$ cat config.mk
export PLATFORM = sky130hd
export DESIGN_NAME = regfile_wb_sched
export DESIGN_NICKNAME = d
export VERILOG_FILES = /design/src/rtl/regfile_pkg.sv /design/src/rtl/regfile_wb_sched_rr_pick.sv /design/src/rtl/regfile_wb_sched.sv
export SDC_FILE = /design/constraint.sdc
export NUM_CORES = 1
export LEC_CHECK = 0
export CAP_MARGIN = 25
export CORE_MARGIN = 2
export CORE_UTILIZATION = 30
export DETAILED_ROUTE_END_ITERATION = 7
export GPL_TIMING_DRIVEN = 0
export SYNTH_ARGS = -nofsm -noshare
export SYNTH_HDL_FRONTEND = slang
export SYNTH_SLANG_ARGS = --single-unit
$ cat constraint.sdc
create_clock -name clk -period 7.7 [get_ports clk]
set_input_delay 0.77 -clock clk [delete_from_list [all_inputs] [get_ports clk]]
set_output_delay 0.77 -clock clk [all_outputs]
set_load 0.01 [all_outputs]
$ cat src/rtl/regfile_pkg.sv
// Shared constants, write-port record and ring-distance helper for the
// register-file write-back path.
package regfile_pkg;

    localparam int XLEN     = 32;
    localparam int REG_AW   = 5;
    localparam int NUM_REGS = 32;
    localparam int NREQ_DEF = 4;

    typedef struct packed {
        logic              we;
        logic [REG_AW-1:0] rd;
        logic [XLEN-1:0]   wdata;
    } wb_port_t;

    // Scan-order position of idx when scanning starts at base on a ring of n.
    function automatic int ring_dist(input int idx, input int base, input int n);
        return (idx >= base) ? (idx - base) : (idx + n - base);
    endfunction

endpackage

$ cat src/rtl/regfile_wb_sched_rr_pick.sv
// Round-robin picker: the first set bit of (req & ~excl) at or after ptr,
// wrapping around modulo N.
module rr_pick #(
    parameter int N  = 4,
    parameter int PW = $clog2(N)
) (
    input  logic [N-1:0]  req,
    input  logic [PW-1:0] ptr,
    input  logic [N-1:0]  excl,
    output logic          found,
    output logic [PW-1:0] idx
);

    logic [N-1:0] cand;

    assign cand = req & ~excl;

    // Scan from the far end backwards so the nearest hit is the final assignment.
    always_comb begin
        int          j;
        logic [PW-1:0] jj;
        found = 1'b0;
        idx   = '0;
        j     = 0;
        jj    = '0;
        for (int k = N - 1; k >= 0; k--) begin
            j = int'(ptr) + k;
            if (j >= N) j = j - N;
            jj = PW'(j);
            if (cand[jj]) begin
                found = 1'b1;
                idx   = jj;
            end
        end
    end

endmodule

$ cat src/rtl/regfile_wb_sched.sv
// Write-back scheduler: round-robin merge of NREQ results onto two register
// file write ports. Optional stall statistics under `WB_SCHED_STATS_EN.
module regfile_wb_sched #(
    parameter int NREQ = regfile_pkg::NREQ_DEF,
    parameter int XLEN = regfile_pkg::XLEN
) (
    input  logic                   clk,
    input  logic                   reset,
    input  logic [NREQ-1:0]        req_valid,
    input  logic [NREQ*5-1:0]      req_rd,
    input  logic [NREQ*XLEN-1:0]   req_data,
    output logic [NREQ-1:0]        req_ready,
    output logic                   we1,
    output logic                   we2,
    output logic [4:0]             rd1,
    output logic [4:0]             rd2,
    output logic [XLEN-1:0]        wdata1,
    output logic [XLEN-1:0]        wdata2,
    output logic [31:0]            pending_mask,
    output logic [31:0]            stall_count
);

    import regfile_pkg::*;

    localparam int PW = $clog2(NREQ);

    // Same fields as wb_port_t, sized by this instance's data width.
    typedef struct packed {
        logic              we;
        logic [REG_AW-1:0] rd;
        logic [XLEN-1:0]   wdata;
    } port_t;

    logic [REG_AW-1:0] rd_arr   [NREQ];
    logic [XLEN-1:0]   data_arr [NREQ];
    logic [NREQ-1:0]   elig;
    logic [NREQ-1:0]   g1_oh;
    logic [NREQ-1:0]   same_rd;
    logic [NREQ-1:0]   excl2;
    logic [NREQ-1:0]   skip;
    logic              g1_found, g2_found;
    logic [PW-1:0]     g1_idx, g2_idx;
    logic              conflict;
    logic [PW-1:0]     ptr;
    logic [PW-1:0]     ptr_base;
    logic [PW-1:0]     ptr_nxt;
    port_t             p1, p2;

    always_comb begin
        for (int i = 0; i < NREQ; i++) begin
            rd_arr[i]   = req_rd[REG_AW*i +: REG_AW];
            data_arr[i] = req_data[XLEN*i +: XLEN];
            elig[i]     = req_valid[i] && (req_rd[REG_AW*i +: REG_AW] != '0);
        end
    end

    rr_pick #(.N(NREQ), .PW(PW)) u_pick_g1 (
        .req   (elig),
        .ptr   (ptr),
        .excl  ('0),
        .found (g1_found),
        .idx   (g1_idx)
    );

    // Anything sharing G1's destination is held back from port 2 this cycle.
    always_comb begin
        g1_oh   = '0;
        same_rd = '0;
        for (int i = 0; i < NREQ; i++) begin
            g1_oh[i]   = g1_found && (g1_idx == PW'(i));
            same_rd[i] = elig[i] && (g1_idx != PW'(i)) && (rd_arr[i] == rd_arr[g1_idx]);
        end
    end

    assign excl2 = same_rd | g1_oh;

    rr_pick #(.N(NREQ), .PW(PW)) u_pick_g2 (
        .req   (elig),
        .ptr   (ptr),
        .excl  (excl2),
        .found (g2_found),
        .idx   (g2_idx)
    );

    // A same-rd request counts as skipped only if the scan passed it before G2.
    always_comb begin
        skip = '0;
        for (int i = 0; i < NREQ; i++) begin
            skip[i] = same_rd[i] &&
                      (!g2_found ||
                       (ring_dist(i, int'(ptr), NREQ) < ring_dist(int'(g2_idx), int'(ptr), NREQ)));
        end
    end

    assign conflict = g1_found && (|skip);
    assign ptr_base = (conflict || !g2_found) ? g1_idx : g2_idx;
    assign ptr_nxt  = (ptr_base == PW'(NREQ - 1)) ? '0 : ptr_base + 1'b1;

    always_comb begin
        req_ready = '0;
        for (int i = 0; i < NREQ; i++) begin
            req_ready[i] = !reset && req_valid[i] &&
                           ((rd_arr[i] == '0) ||
                            (g1_found && (g1_idx == PW'(i))) ||
                            (g2_found && (g2_idx == PW'(i))));
        end
    end

    always_ff @(posedge clk or posedge reset) begin
        if (reset) begin
            ptr <= '0;
            p1  <= '0;
            p2  <= '0;
        end else begin
            p1.we    <= g1_found;
            p1.rd    <= g1_found ? rd_arr[g1_idx]   : '0;
            p1.wdata <= g1_found ? data_arr[g1_idx] : '0;
            p2.we    <= g2_found;
            p2.rd    <= g2_found ? rd_arr[g2_idx]   : '0;
            p2.wdata <= g2_found ? data_arr[g2_idx] : '0;
            if (g1_found) ptr <= ptr_nxt;
        end
    end

    assign we1    = p1.we;
    assign rd1    = p1.rd;
    assign wdata1 = p1.wdata;
    assign we2    = p2.we;
    assign rd2    = p2.rd;
    assign wdata2 = p2.wdata;

    always_comb begin
        pending_mask = '0;
        if (p1.we) pending_mask[p1.rd] = 1'b1;
        if (p2.we) pending_mask[p2.rd] = 1'b1;
    end

`ifdef WB_SCHED_STATS_EN
    logic [31:0] stall_cnt;
    logic        stall_any;

    assign stall_any = |(req_valid & ~req_ready);

    always_ff @(posedge clk or posedge reset) begin
        if (reset) begin
            stall_cnt <= '0;
        end else if (stall_any && (stall_cnt != 32'hFFFF_FFFF)) begin
            stall_cnt <= stall_cnt + 32'd1;
        end
    end

    assign stall_count = stall_cnt;
`else
    assign stall_count = '0;
`endif

endmodule
==> flow_summary.ini <==
[critical_path]
startpoint_type = input port
worst-r2r-cell-count = 27
timing.rr.start = ptr[0]
critPathArrivalTime_ns = 7.56
critPathKind = in -> reg
crit_required_ns = 7.92
crit_path_end_kind = register
r2r_slack_ns = 0.49
path_max_fanout = 10
r2r-end = ptr[1]

[placed_design]
portBuffers = 254
place.gp.congestion = 0.966
post-place-ws_ns = -0.258
place_inst = 1280
dp_hpwl_mm = 22.3
postPlaceCellArea_um2 = 9830

[power_and_ir_drop]
powerDensity_nw_per_um2 = 489
ir_drop_mv = 0.194
p_total_mw = 4.99
power_leakage_nw = 3.99

[sta]
tightest_slew_ns = 0.929
grt_setup_unrepaired = no
clock_skew_ns = 0.00958
setup_viol = 0
fin_ws_ns = 0.362
slew_headroom_pct = 36.5
whs_ns = 0.750
slew_violations = 0
max_freq_mhz = 136
hold_viol = 0
finalCritPeriodShare_pct = 95.3
period_needed_ns = 7.34

[yosys]
synth_compound_area_share_pct = 23.5
synth.avg_cell_area_um2 = 9.57
synth_largest_area_cell = dfrtp_1
synthSimpleGateAreaFrac_pct = 15.9
synth_top_area_share_pct = 28.8
syn_area_um2 = 6790
synth-main-ff-cell = dfrtp_1
synth_mux_area_share_pct = 17.1
synth_xor_area_share_pct = 2.71
synth_edf_count = 0
async_flop_share_pct = 100
synth_top_family_by_area = compound AO/OA/AOI/OAI gates
syn_inst = 709
yosysSeqAreaShare_pct = 28.8
ys_seq_elements = 78
yosys.area_share.adder_pct = 2.80
yosysWarnings = 0
synth_cell_types = 71
synth_area_leaders = dfrtp_1 (29%), mux4_2 (11%), a211oi_1 (9.0%), and2_1 (6.4%), mux2i_1 (6.2%)

[die]
die_h_um = 154
die_w_um = 154
start_util_pct = 30.3
io_pins = 298
dieArea_um2 = 23800
rows = 55
core_area_um2 = 22400

[clock_network]
cts.sinks = 78
clk_pin_slew_worst_paths_ns = 0.06
clockRootBuffer = clkbuf_16
cts_tree = done
clockBufferDepth = 2
numCtsBuffers = 9
htreeDepth = 3
clkLatencyLatePin_ns = 0.34

[grt]
grt.total_usage_pct = 23.4
first_global_vias = 7112
overflow = 0
grt_max_degree = 69
antenna_found_initial = 2
grt_pass1_wl_mm = 42.9

[detailed_routing]
drtPass1Iterations = 5
drtAntennaViolNets = 0
wirelength_mm = 28.8
drt-vias-per-instance = 5.43
wl_per_cell_um = 22.2
initialDrtViolationCount = 564
num_vias = 7054
drc_errors = 0

[hold_path]
hold_path.class = in -> async

[final_layout]
finalInstanceArea_um2 = 10200
drive_gt1_share_pct = 13.7
nets = 1176
fillCellCount = 2185
final_cell_count_no_fill = 1300
syn_to_final_growth_pct = 50.4

[run_status]
status = completed

[flow_run]
maxCapViolCount = 0
==> cell type report <==
class	instances	area, µm²	share of cell area (%)
Multi-Input combinational cell	546	4370	42.8
Antenna cell	2	5.00	0.0490
Tap cell	285	357	3.49
Clock inverter	6	70.1	0.687
Buffer	94	546	5.35
Timing Repair Buffer	257	2590	25.4
Sequential cell	78	1950	19.1
Clock buffer	10	229	2.24
Inverter	22	85.1	0.834
==> how the worst max path moves through the flow <==
| stage | endpoint | slack (ns) | from | cells past startpoint |
|---|---|---|---|---|
| finish | ptr[1] | 0.36 | req_rd[15] | 25 |
| detailed placement | ptr[1] | -0.26 | req_rd[15] | 24 |
| CTS | ptr[1] | 0.07 | req_rd[15] | 24 |
| global placement | ptr[1] | -0.38 | req_rd[15] | 25 |
| floorplan | ptr[1] | 1.49 | req_rd[1] | 27 |
| global route | ptr[1] | 0.02 | req_rd[6] | 27 |
==> cell usage in the layout (no fill, tap or decap), types with 18 or more instances in the layout <==
cell type / Yosys / routed
o21ai_0: 20 / 19
o22ai_1: 37 / 37
nor2_1: 21 / 21
buf_4: 40 / 41
mux4_2: 32 / 32
clkbuf_1: 28 / 25
dfrtp_1: 78 / 78
inv_1: 21 / 20
buf_2: 18 / 18
conb_1: 1 / 32
a21oi_1: 20 / 20
clkdlybuf4s50_1: 0 / 254
and2_1: 69 / 69
mux2i_1: 42 / 42
a211oi_1: 81 / 81
nand2_1: 24 / 24
==> cell usage after synthesis (5+ instances only) <==
cell type and instances:
and2_1 69, buf_2 18, a211oi_1 81, o21ai_0 20, buf_4 40, nor2b_1 5
ha_1 12, nor4_1 6, o21a_1 8, mux2i_1 42, dfrtp_1 78, xnor2_1 11
xor2_1 10, nand3b_1 12, nor2_1 21, clkbuf_1 28, nor3_1 9, or3b_2 5
buf_1 6, nand3_1 10, o22ai_1 37, a21oi_1 20, nand2_1 24, mux4_2 32
inv_1 21
==> state kept, by name, summed over array words and instances, names as in the netlist <==
signal / count
wdata1: 32
wdata2: 32
we1: 1
we2: 1
rd2: 5
ptr: 2
rd1: 5
==> worst max-delay path: stages <==
cell             delay (ns)
clkdlybuf4s50_1        0.63
or3_1                  0.59
o31ai_4                0.42
nand4_1                0.24
a32oi_4                0.47
nor2_1                 0.16
buf_2                  0.22
a21oi_1                0.24
o311ai_0               0.23
o21a_1                 0.31
o41a_1                 0.43
nand4_4                0.17
buf_2                  0.30
ha_1                   0.24
inv_1                  0.06
fa_1                   0.39
nand3b_1               0.23
ha_1                   0.31
nor2b_1                0.12
nor3_1                 0.14
mux2i_1                0.12
o21ai_0                0.21
nor4_2                 0.09
buf_4                  0.16
a221o_1                0.28
==> cell families (layout without fill, tap and decap cells) <==
| family | after synthesis | in the layout |
|---|---|---|
| AOI/OAI and AO/OA | 219 | 219 |
| and+or+nand+nor | 184 | 184 |
| buffers and inverters | 116 | 389 |
| DFF | 78 | 78 |
| muxes | 76 | 76 |
| xor gates and xnor gates | 21 | 21 |
| adders and majority gates | 14 | 14 |
| other | 1 | 34 |
==> metrics by stage <==
stage	TNS [ns]	util [%]
after floorplan	0	-
after global placement	-0.628	43.7
after detailed placement	-0.397	43.8
after CTS	0	45.2
after global routing	0	45.5
final	0	45.5
==> what timing repair did <==
| item | CTS | global route |
|---|---|---|
| setup buffers | 0 | 1 |
| setup endpoints to repair | 1 | 2 |
| pin swaps | 0 | 1 |
| resized for setup | 1 | 13 |
| hold buffers | 0 | 0 |
==> routing by layer <==
layer | vias to the layer above | global-route usage, % | wire length, µm
met4 | 0 | 7.05 | 667
met2 | 339 | 38.8 | 13800
li1 | 3248 | - | -
met3 | 44 | 4.79 | 2090
met5 | - | 0 | 0
met1 | 3423 | 30.8 | 12300
==> power by group <==
| group | leakage [nW] | switching [mW] | internal (mW) |
|---|---|---|---|
| sequential | 0.922 | 0.109 | 0.643 |
| combinational | 2.93 | 2.09 | 1.71 |
| clock | 0.135 | 0.183 | 0.253 |
| total | 3.99 | 2.38 | 2.61 |
(Power assumes the default switching activity.)
